`config.mk`:
```
export PLATFORM = sky130hd
export DESIGN_NAME = hazard_ctrl
export DESIGN_NICKNAME = d
export VERILOG_FILES = /design/src/rtl/hazard_ctrl.sv
export SDC_FILE = /design/constraint.sdc
export NUM_CORES = 1
export LEC_CHECK = 0
export CAP_MARGIN = 20
export CORE_MARGIN = 4
export CORE_UTILIZATION = 48
export DETAILED_ROUTE_END_ITERATION = 10
export HOLD_SLACK_MARGIN = 0.1
export PLACE_DENSITY = 0.8
export SLEW_MARGIN = 25
export SYNTH_ARGS = -nofsm -noshare
export SYNTH_HDL_FRONTEND = slang
export SYNTH_SLANG_ARGS = --single-unit
```
`constraint.sdc`:
```
create_clock -name clk -period 2.6 [get_ports clk]
set_clock_uncertainty 0.1 [all_clocks]
set_input_delay 0.39 -clock clk [delete_from_list [all_inputs] [get_ports clk]]
set_output_delay 0.39 -clock clk [all_outputs]
set_load 0.05 [all_outputs]
```
`src/rtl/hazard_ctrl.sv`:
```
// hazard_ctrl: pipeline hazard control unit.
// Drives the stage-register write enables and flushes. It inserts a one-cycle
// bubble on a load-use hazard and flushes IF/ID and ID/EX on a taken branch.
// It freezes the whole pipeline while a data-memory access is outstanding.
// It also keeps saturating counters of stall cycles and branch flushes.
module hazard_ctrl #(
    parameter int CNT_W = 32
) (
    input  logic             clk,
    input  logic             rst_n,
    input  logic [4:0]       id_rs1_addr,
    input  logic [4:0]       id_rs2_addr,
    input  logic             id_rs1_used,
    input  logic             id_rs2_used,
    input  logic [4:0]       ex_rd_addr,
    input  logic             ex_is_load,
    input  logic             ex_branch_taken,
    input  logic             mem_req,
    input  logic             mem_ack,
    output logic             pc_write,
    output logic             if_id_write,
    output logic             if_id_flush,
    output logic             id_ex_write,
    output logic             id_ex_flush,
    output logic             ex_mem_write,
    output logic [1:0]       state_o,
    output logic [CNT_W-1:0] stall_cycles,
    output logic [CNT_W-1:0] flush_count
);

    typedef enum logic [1:0] {
        RUN       = 2'd0,
        LU_BUBBLE = 2'd1,
        MEM_WAIT  = 2'd2
    } state_t;

    state_t state;
    state_t next_state;

    logic lu;
    logic lu_eff;
    logic mem_block;
    logic branch_act;

    // Detect a load in EX whose destination feeds an operand of the ID
    // instruction. x0 is hard-wired to zero and never creates a dependency.
    always_comb begin
        lu = ex_is_load && (ex_rd_addr != 5'd0) &&
             ((id_rs1_used && (id_rs1_addr == ex_rd_addr)) ||
              (id_rs2_used && (id_rs2_addr == ex_rd_addr)));
    end

    // Next-state and output decode. The mem-stall, branch and load-use
    // priority is shared by all states. In MEM_WAIT only mem_ack decides the
    // freeze, so the release cycle behaves like RUN. In LU_BUBBLE the hazard
    // is masked, which limits the bubble to a single cycle.
    always_comb begin
        next_state   = RUN;
        pc_write     = 1'b1;
        if_id_write  = 1'b1;
        if_id_flush  = 1'b0;
        id_ex_write  = 1'b1;
        id_ex_flush  = 1'b0;
        ex_mem_write = 1'b1;
        branch_act   = 1'b0;

        lu_eff = lu && (state != LU_BUBBLE);

        if (state == MEM_WAIT) begin
            mem_block = !mem_ack;
        end else begin
            mem_block = mem_req && !mem_ack;
        end

        if (mem_block) begin
            pc_write     = 1'b0;
            if_id_write  = 1'b0;
            id_ex_write  = 1'b0;
            ex_mem_write = 1'b0;
            next_state   = MEM_WAIT;
        end else if (ex_branch_taken) begin
            if_id_flush  = 1'b1;
            id_ex_flush  = 1'b1;
            branch_act   = 1'b1;
            next_state   = RUN;
        end else if (lu_eff) begin
            pc_write     = 1'b0;
            if_id_write  = 1'b0;
            id_ex_flush  = 1'b1;
            next_state   = LU_BUBBLE;
        end else begin
            next_state   = RUN;
        end

        if (!rst_n) begin
            pc_write     = 1'b0;
            if_id_write  = 1'b0;
            if_id_flush  = 1'b1;
            id_ex_write  = 1'b0;
            id_ex_flush  = 1'b1;
            ex_mem_write = 1'b0;
            branch_act   = 1'b0;
            next_state   = RUN;
        end
    end

    // State register; reset returns to RUN immediately, even mid-stall.
    always_ff @(posedge clk or negedge rst_n) begin
        if (!rst_n) begin
            state <= RUN;
        end else begin
            state <= next_state;
        end
    end

    // Saturating performance counters for stalled-PC cycles and branch flushes.
    always_ff @(posedge clk or negedge rst_n) begin
        if (!rst_n) begin
            stall_cycles <= '0;
            flush_count  <= '0;
        end else begin
            if (!pc_write && (stall_cycles != {CNT_W{1'b1}})) begin
                stall_cycles <= stall_cycles + {{(CNT_W-1){1'b0}}, 1'b1};
            end
            if (branch_act && (flush_count != {CNT_W{1'b1}})) begin
                flush_count <= flush_count + {{(CNT_W-1){1'b0}}, 1'b1};
            end
        end
    end

    assign state_o = state;

endmodule

```
==> summary.md, run 1 <==
| Metric | Value |
|---|---|
| Status | `finished, final reports clean` |
| Crit path cell chain | `clkdlybuf4s50_1, xnor2_1, nand4_1, o22ai_2, buf_4, nand2b_4, nand2b_1, nand3_1, buf_6` |
| Leakage power figure | `2.03 nW` |
| Aggregate global routing overflow | `0` |
| Routed wire length | `8.35 mm` |
| Final-layout fill cell count | `510` |
| Share of the clock period used by the worst path after layout | `0.955` |
| Hold Crit Class | `primary input to asynchronous set/reset pin` |
| Final setup violation count | `0` |
| Type of the setup path with the least slack | `primary input to primary output` |
| Unique masters post-synth | `41` |
| Initial antenna violation count | `0` |
| Clock tree root driver cell | `clkbuf_8` |
| Mapped Cells | `326` |
| Setup TNS | `0 ns` |
| Core Region | `6790 um2` |
| PortBufs | `94` |
| Number of remaining DRC errors | `0` |
| Vertical die dimension | `91.5 um` |
| Power density normalized to cell area | `733 nW/um2` |
| Wire length of the first global-routing pass | `13.8 mm` |
| H-tree depth | `3` |
| Crit path setup slack, layout | `0.118 ns` |
| Total via count in the routed design | `2858` |
| Number of DRC markers in iteration 0 | `113` |
| Reg clk slew, reported paths | `0.06 ns` |
| Synthesized area per cell | `10.3 um2` |
| Area taken by multi-input logic gates | `1670 um2` |
| Placer congestion estimate | `0.785` |
| TritonCTS clock tree | `built` |
| Element type at the critical path end | `primary output` |
| Layout cell share with drive strength beyond 1 | `0.130` |
| Starting density of the core | `0.493` |
| DR vias/cell | `5.28` |
| Count of nets left with antenna violations after detail routing | `0` |
| Layout-stage area growth over the synthesis result | `44.2%` |
| Largest buffer count on any clock path | `2` |
| Number of standard-cell rows in the floorplan | `30` |
| Largest net degree at the start of global routing | `41` |
| Delay of the slowest cell on the worst path | `0.47 ns` |
| Worst voltage drop across the vdd grid | `779 uV` |
| Time the final worst path needs with I/O delays and setup | `2.48 ns` |
| DIE AREA | `8380 um2` |
| Count of final hold-check violations | `0` |
| Number of instances in the placed design | `524` |
| Clock latency of the later-clocked register in the worst-skew pair | `0.33 ns` |
| Chip Width | `91.5 um` |
| Io pins | `95` |
| Remaining max-slew budget at the tightest pin | `0.611` |
| Number of flops mapped to enable cells by yosys | `0` |
| Most instantiated flip-flop cell in the synthesis netlist | `dfrtp_1` |
| Final Non-Filler Cells | `541` |
| Post-synthesis sequential element count | `66` |
| # nets final | `465` |
| Final worst hold slack | `0.333 ns` |
| Cell with the largest stage delay on the worst path | `clkdlybuf4s50_1` |
| Post-placement setup slack | `-0.0928 ns` |
| Netlist area before placement | `3350 um2` |
| Number of violations of the max-capacitance limit | `0` |
| Crit path arrival time | `1.99 ns` |
| Post-DP HPWL | `6.20 mm` |
| Number of diodes added for antenna fixing | `0` |
| Post-synth ARST share | `1.00` |
| Clock sinks | `66` |
| Achievable Freq | `0.403 GHz` |
| Type of element launching the critical path | `primary input` |
| Maximum fanout encountered on the critical timing path | `2` |
| WP data required | `2.11 ns` |
| Syn nets | `351` |
| WL per Instance | `15.4 um` |
| Number of warning messages in the yosys log | `0` |
| Total CTS buffers | `9` |
| Number of iterations in the first detailed-routing pass | `4` |
| Total Power | `3.54 mW` |
| Via count of the first global-routing pass | `2885` |
| Setup repair after global routing missed its margin | `no` |
| Sequential cell area fraction in the yosys report | `0.493` |
| Number of max-slew violations in the final report | `0` |
| Aggregate global-route resource usage | `0.202` |
| Sequential Area | `1660 um2` |
| Slew at the pin closest to its max-slew limit | `0.579 ns` |
cells in the mapped netlist (2+ instances only):
cell      count  area (um2)
nand2b_1      3        18.8
nor3_2        2        20.0
nand4_1      19         119
nor2b_1       2        12.5
buf_2         4        20.0
xor2_1       41         359
nor3_1       29         145
buf_4         3        22.5
ha_1          2        25.0
xnor2_1      31         272
and2_1        3        18.8
or4_1         3        22.5
nor2_1       12        45.0
nor3b_1       3        22.5
nand3_1      20         100
nand2_1      33         124
nor4_1        9        56.3
nor4b_1       2        17.5
and4_1        3        26.3
dfrtp_1      66        1650
or3_1         2        12.5
clkbuf_1      2        7.51
nand3_2       2        20.0
inv_1         6        22.5
and3_1        8        50.1
cell families (layout without fill, tap and decap cells):
logic type      count (synthesis)  after routing  share of synthesized area
compound gates                  8              8                     0.0183
xor+xnor                       72             72                      0.188
fa+ha+maj                       2              2                    0.00747
buf+inv                        16            135                     0.0250
flops                          66             66                      0.493
mux                             1              1                    0.00336
simple gates                  161            161                      0.264
repair_timing:
item / in CTS / in global routing
endpoints found under the hold margin: 28 / 0
setup endpoints to repair: 3 / 12
hold buffers: 1 / 0
setup buffers: 0 / 0
pin swaps: 0 / 2
gates cloned: 0 / 0
resized for setup: 6 / 9
stage by stage:
stage | area, um2 | utilization
after floorplan | 3350 | -
after global placement | 4560 | 0.671
after detailed placement | 4560 | 0.671
after CTS | 4780 | 0.704
after global routing | 4830 | 0.710
final | 4830 | 0.710
flip-flops by register name (all words and copies together), names as in the netlist:
register	cells
flush_count	32
state_o	2
stall_cycles	32
area by class of cell:
class,instances,share of cell area
clock buffer,14,0.0337
inverter,6,0.00467
sequential,66,0.343
tap,96,0.0249
multi-input combinational,244,0.345
clock inverter,2,0.00726
timing repair buffer,113,0.242
power by group:
part	total [mW]	internal [mW]	switching, mW
logic	1.30	0.458	0.840
clock network	0.863	0.496	0.367
registers	1.38	1.18	0.193
critical path: cells and delay by family:
kind | cells | cell delay, ns
AOI/OAI and AO/OA | 1 | 0.22
and+or+nand+nor | 4 | 0.45
buffers and inverters | 3 | 0.80
xor gates and xnor gates | 1 | 0.14
worst paths after layout:
path                       slack, ns                           end  depth (start not counted)                    startpoint
max                             0.12                   id_ex_flush                          9                id_rs1_addr[1]
min reg2reg                     0.38  stall_cycles[15]$_DFFE_PN0P_                          1  stall_cycles[15]$_DFFE_PN0P_
max reg2reg                     0.16   flush_count[15]$_DFFE_PN0P_                          7    flush_count[0]$_DFFE_PN0P_
min                             0.33          state_o[1]$_DFF_PN0_                          2                         rst_n
min in group clk                0.38  stall_cycles[15]$_DFFE_PN0P_                          1  stall_cycles[15]$_DFFE_PN0P_
max in group asynchronous       1.37  stall_cycles[23]$_DFFE_PN0P_                          3                         rst_n
layer usage:
layer	track usage	vias up	wire, um
met3	0.0414	8	432
met5	0	-	0
met1	0.263	1407	3650
met2	0.337	71	4180
met4	0.0628	0	87
li1	-	1372	-
cell usage in the layout, fill, tap and decap left out, types with 6 or more instances in the layout:
cell and n:
xor2_1 41, clkbuf_8 11, and3_1 8, nand3_1 20
dfrtp_1 63, clkdlybuf4s50_1 82, nand4_1 19, nor2_1 12
inv_1 6, nor3_1 29, buf_12 7, nor4_1 8
buf_4 15, xnor2_1 31, nand2_1 33
Power figures use the tool's default switching activity.
==> run 2: changes to the inputs <==
--- a/config.mk
+++ b/config.mk
@@ -8,6 +8,7 @@
 export CAP_MARGIN = 20
 export CORE_MARGIN = 4
 export CORE_UTILIZATION = 48
+export CTS_CLUSTER_SIZE = 20
 export DETAILED_ROUTE_END_ITERATION = 10
 export HOLD_SLACK_MARGIN = 0.1
 export PLACE_DENSITY = 0.8
==> results of run 2 <==
No change in the layout: final DEF, timing and power equal those of run 1.
==> run 3: changes to the inputs <==
--- a/config.mk
+++ b/config.mk
@@ -7,11 +7,11 @@
 export LEC_CHECK = 0
 export CAP_MARGIN = 20
 export CORE_MARGIN = 4
-export CORE_UTILIZATION = 48
+export CORE_UTILIZATION = 45
 export CTS_CLUSTER_SIZE = 20
 export DETAILED_ROUTE_END_ITERATION = 10
 export HOLD_SLACK_MARGIN = 0.1
-export PLACE_DENSITY = 0.8
+export PLACE_DENSITY = 0.76
 export SLEW_MARGIN = 25
 export SYNTH_ARGS = -nofsm -noshare
 export SYNTH_HDL_FRONTEND = slang
==> run 3 against run 2 <==
  * Power is 0.59% higher
  * Flip-flop and latch count unchanged
  * Via count unchanged
  * Critical path type unchanged
  * Utilization down 4.5 points
  * Worst setup slack worse by 0.0022 ns
  * Global-route usage down 1.3 points
  * Clock-buffer cell count shrank 2
==> summary.md, run 3 (synthesized netlist as in run 1, its figures left out) <==
| Metric | Value |
|---|---|
| Clock latency of the later-clocked register in the worst-skew pair | `0.34 ns (about the same)` |
| Routed wire length | `8.23 mm (-1.5%)` |
| Clock tree root driver cell | `clkbuf_8` |
| Type of element launching the critical path | `primary input` |
| Largest net degree at the start of global routing | `34 (-17%)` |
| Number of iterations in the first detailed-routing pass | `4 (unchanged)` |
| Wire length of the first global-routing pass | `13.3 mm (-4.3%)` |
| Reg clk slew, reported paths | `0.06 ns (about the same)` |
| Count of nets left with antenna violations after detail routing | `0 (unchanged)` |
| Achievable Freq | `0.403 GHz (about the same)` |
| Type of the setup path with the least slack | `primary input to primary output` |
| Layout-stage area growth over the synthesis result | `44.2% (about the same)` |
| Hold Crit Class | `flop to flop` |
| Post-placement setup slack | `-0.160 ns (-0.0674 ns)` |
| Number of remaining DRC errors | `0 (unchanged)` |
| PortBufs | `94 (unchanged)` |
| Aggregate global-route resource usage | `0.189 (-0.0128)` |
| Aggregate global routing overflow | `0 (unchanged)` |
| TritonCTS clock tree | `built` |
| Worst voltage drop across the vdd grid | `806 uV (+3.5%)` |
| Slew at the pin closest to its max-slew limit | `0.520 ns (-0.0586 ns)` |
| Number of DRC markers in iteration 0 | `137 (+21%)` |
| Most frequent cells in the layout | `84 x clkdlybuf4s50_1, 63 x dfrtp_1, 41 x xor2_1` |
| Count of final hold-check violations | `0 (unchanged)` |
| Number of diodes added for antenna fixing | `0 (unchanged)` |
| Number of standard-cell rows in the floorplan | `31 (+3.3%)` |
| Final core area utilization | `0.666 (-0.0448)` |
| Number of max-slew violations in the final report | `0 (unchanged)` |
| Setup repair after global routing missed its margin | `no` |
| Vertical die dimension | `94.3 um (+3.0%)` |
| Power density normalized to cell area | `737 nW/um2 (+0.56%)` |
| Total via count in the routed design | `2858 (unchanged)` |
| Element type at the critical path end | `primary output` |
| Post-DP HPWL | `6.08 mm (-1.9%)` |
| WL per Instance | `15.2 um (-1.5%)` |
| Status | `finished, final reports clean` |
| Clock sinks | `66 (unchanged)` |
| Remaining max-slew budget at the tightest pin | `0.652 (+0.0410)` |
| Starting density of the core | `0.462 (-0.0312)` |
| Maximum fanout encountered on the critical timing path | `3 (+1)` |
| Leakage power figure | `2.00 nW (-1.4%)` |
| Total Power | `3.56 mW (+0.59%)` |
| H-tree depth | `3 (unchanged)` |
| Via count of the first global-routing pass | `2710 (-6.1%)` |
| DIE AREA | `8880 um2 (+6.1%)` |
| # nets final | `462 (-0.65%)` |
| Number of instances in the placed design | `523 (-0.19%)` |
| Placer congestion estimate | `0.852 (+8.6%)` |
| Leading cell type in the layout, fill and taps excluded | `clkdlybuf4s50_1` |
| Time the final worst path needs with I/O delays and setup | `2.48 ns (+0.00219 ns)` |
| Core Region | `7250 um2 (+6.8%)` |
| WP data required | `2.11 ns (about the same)` |
| Io pins | `95 (unchanged)` |
| Final setup violation count | `0 (unchanged)` |
| Final Non-Filler Cells | `541 (unchanged)` |
| Crit path setup slack, layout | `0.116 ns (-0.00219 ns)` |
| Crit path arrival time | `1.99 ns (about the same)` |
| Number of violations of the max-capacitance limit | `0 (unchanged)` |
| Layout cell share with drive strength beyond 1 | `0.136 (+0.00541)` |
| Share of the clock period used by the worst path after layout | `0.955 (about the same)` |
| Total CTS buffers | `9 (unchanged)` |
| Chip Width | `94.3 um (+3.0%)` |
| DR vias/cell | `5.28 (unchanged)` |
| Largest buffer count on any clock path | `2 (unchanged)` |
| Initial antenna violation count | `0 (unchanged)` |
| Final-layout fill cell count | `601 (+18%)` |
## run 3: per-layer routing
metal / GRT usage / vias to the layer above / share of wire
met3: 0.0433 / 9 / 0.061
li1: - / 1361 / -
met1: 0.247 / 1407 / 0.44
met5: 0 / - / 0
met2: 0.297 / 81 / 0.48
met4: 0.0903 / 0 / 0.016
## run 3: stage by stage
step                      setup TNS [ns]  hold WS, ns  cell area [um2]
after detailed placement           -1.37        0.245             4530
final                                  0        0.390             4830
after global routing                   0        0.409             4830
after global placement             -1.08        0.244             4530
after CTS                              0        0.391             4770
after floorplan                        0     -0.00559             3350
## run 3: final timing paths
path	startpoint	endpoint	slack [ns]	cells past startpoint
setup / recovery	ex_rd_addr[4]	id_ex_flush	0.12	7
min in group asynchronous	rst_n	flush_count[22]$_DFFE_PN0P_	0.41	2
hold / removal	flush_count[3]$_DFFE_PN0P_	flush_count[3]$_DFFE_PN0P_	0.39	1
max in group asynchronous	rst_n	stall_cycles[30]$_DFFE_PN0P_	1.23	3
setup reg to reg	flush_count[0]$_DFFE_PN0P_	flush_count[5]$_DFFE_PN0P_	0.15	8
hold reg to reg	flush_count[3]$_DFFE_PN0P_	flush_count[3]$_DFFE_PN0P_	0.39	1
## run 3: layout make-up
type / count / area, um2 / share of cell area
clock buffers: 12 / 155 / 0.0321
inverters: 6 / 22.5 / 0.00466
multi-input cells: 244 / 1680 / 0.349
well taps: 99 / 124 / 0.0257
flip-flops and latches: 66 / 1660 / 0.343
clock inverters: 4 / 50.0 / 0.0104
repair buffers: 110 / 1140 / 0.236
## run 3: power breakdown
group	internal, mW	switching (mW)	total, mW
Clock	0.494	0.386	0.880
Combinational	0.458	0.844	1.30
Sequential	1.18	0.193	1.38
## run 3: what timing repair did
| action | in CTS | in global routing |
|---|---|---|
| endpoints found under the setup margin | 3 | 17 |
| resized for setup | 4 | 11 |
| pin swaps | 0 | 3 |
| hold buffers | 1 | 0 |
| hold endpoints to repair | 12 | 0 |
| setup buffers | 1 | 0 |
## run 3: worst max-delay path, stage by stage
cell and delay [ns]:
clkdlybuf4s50_1 0.47, or4_4 0.44, o221ai_2 0.16, nand2b_4 0.16, nand2b_1 0.10, nand3_1 0.09
buf_6 0.19
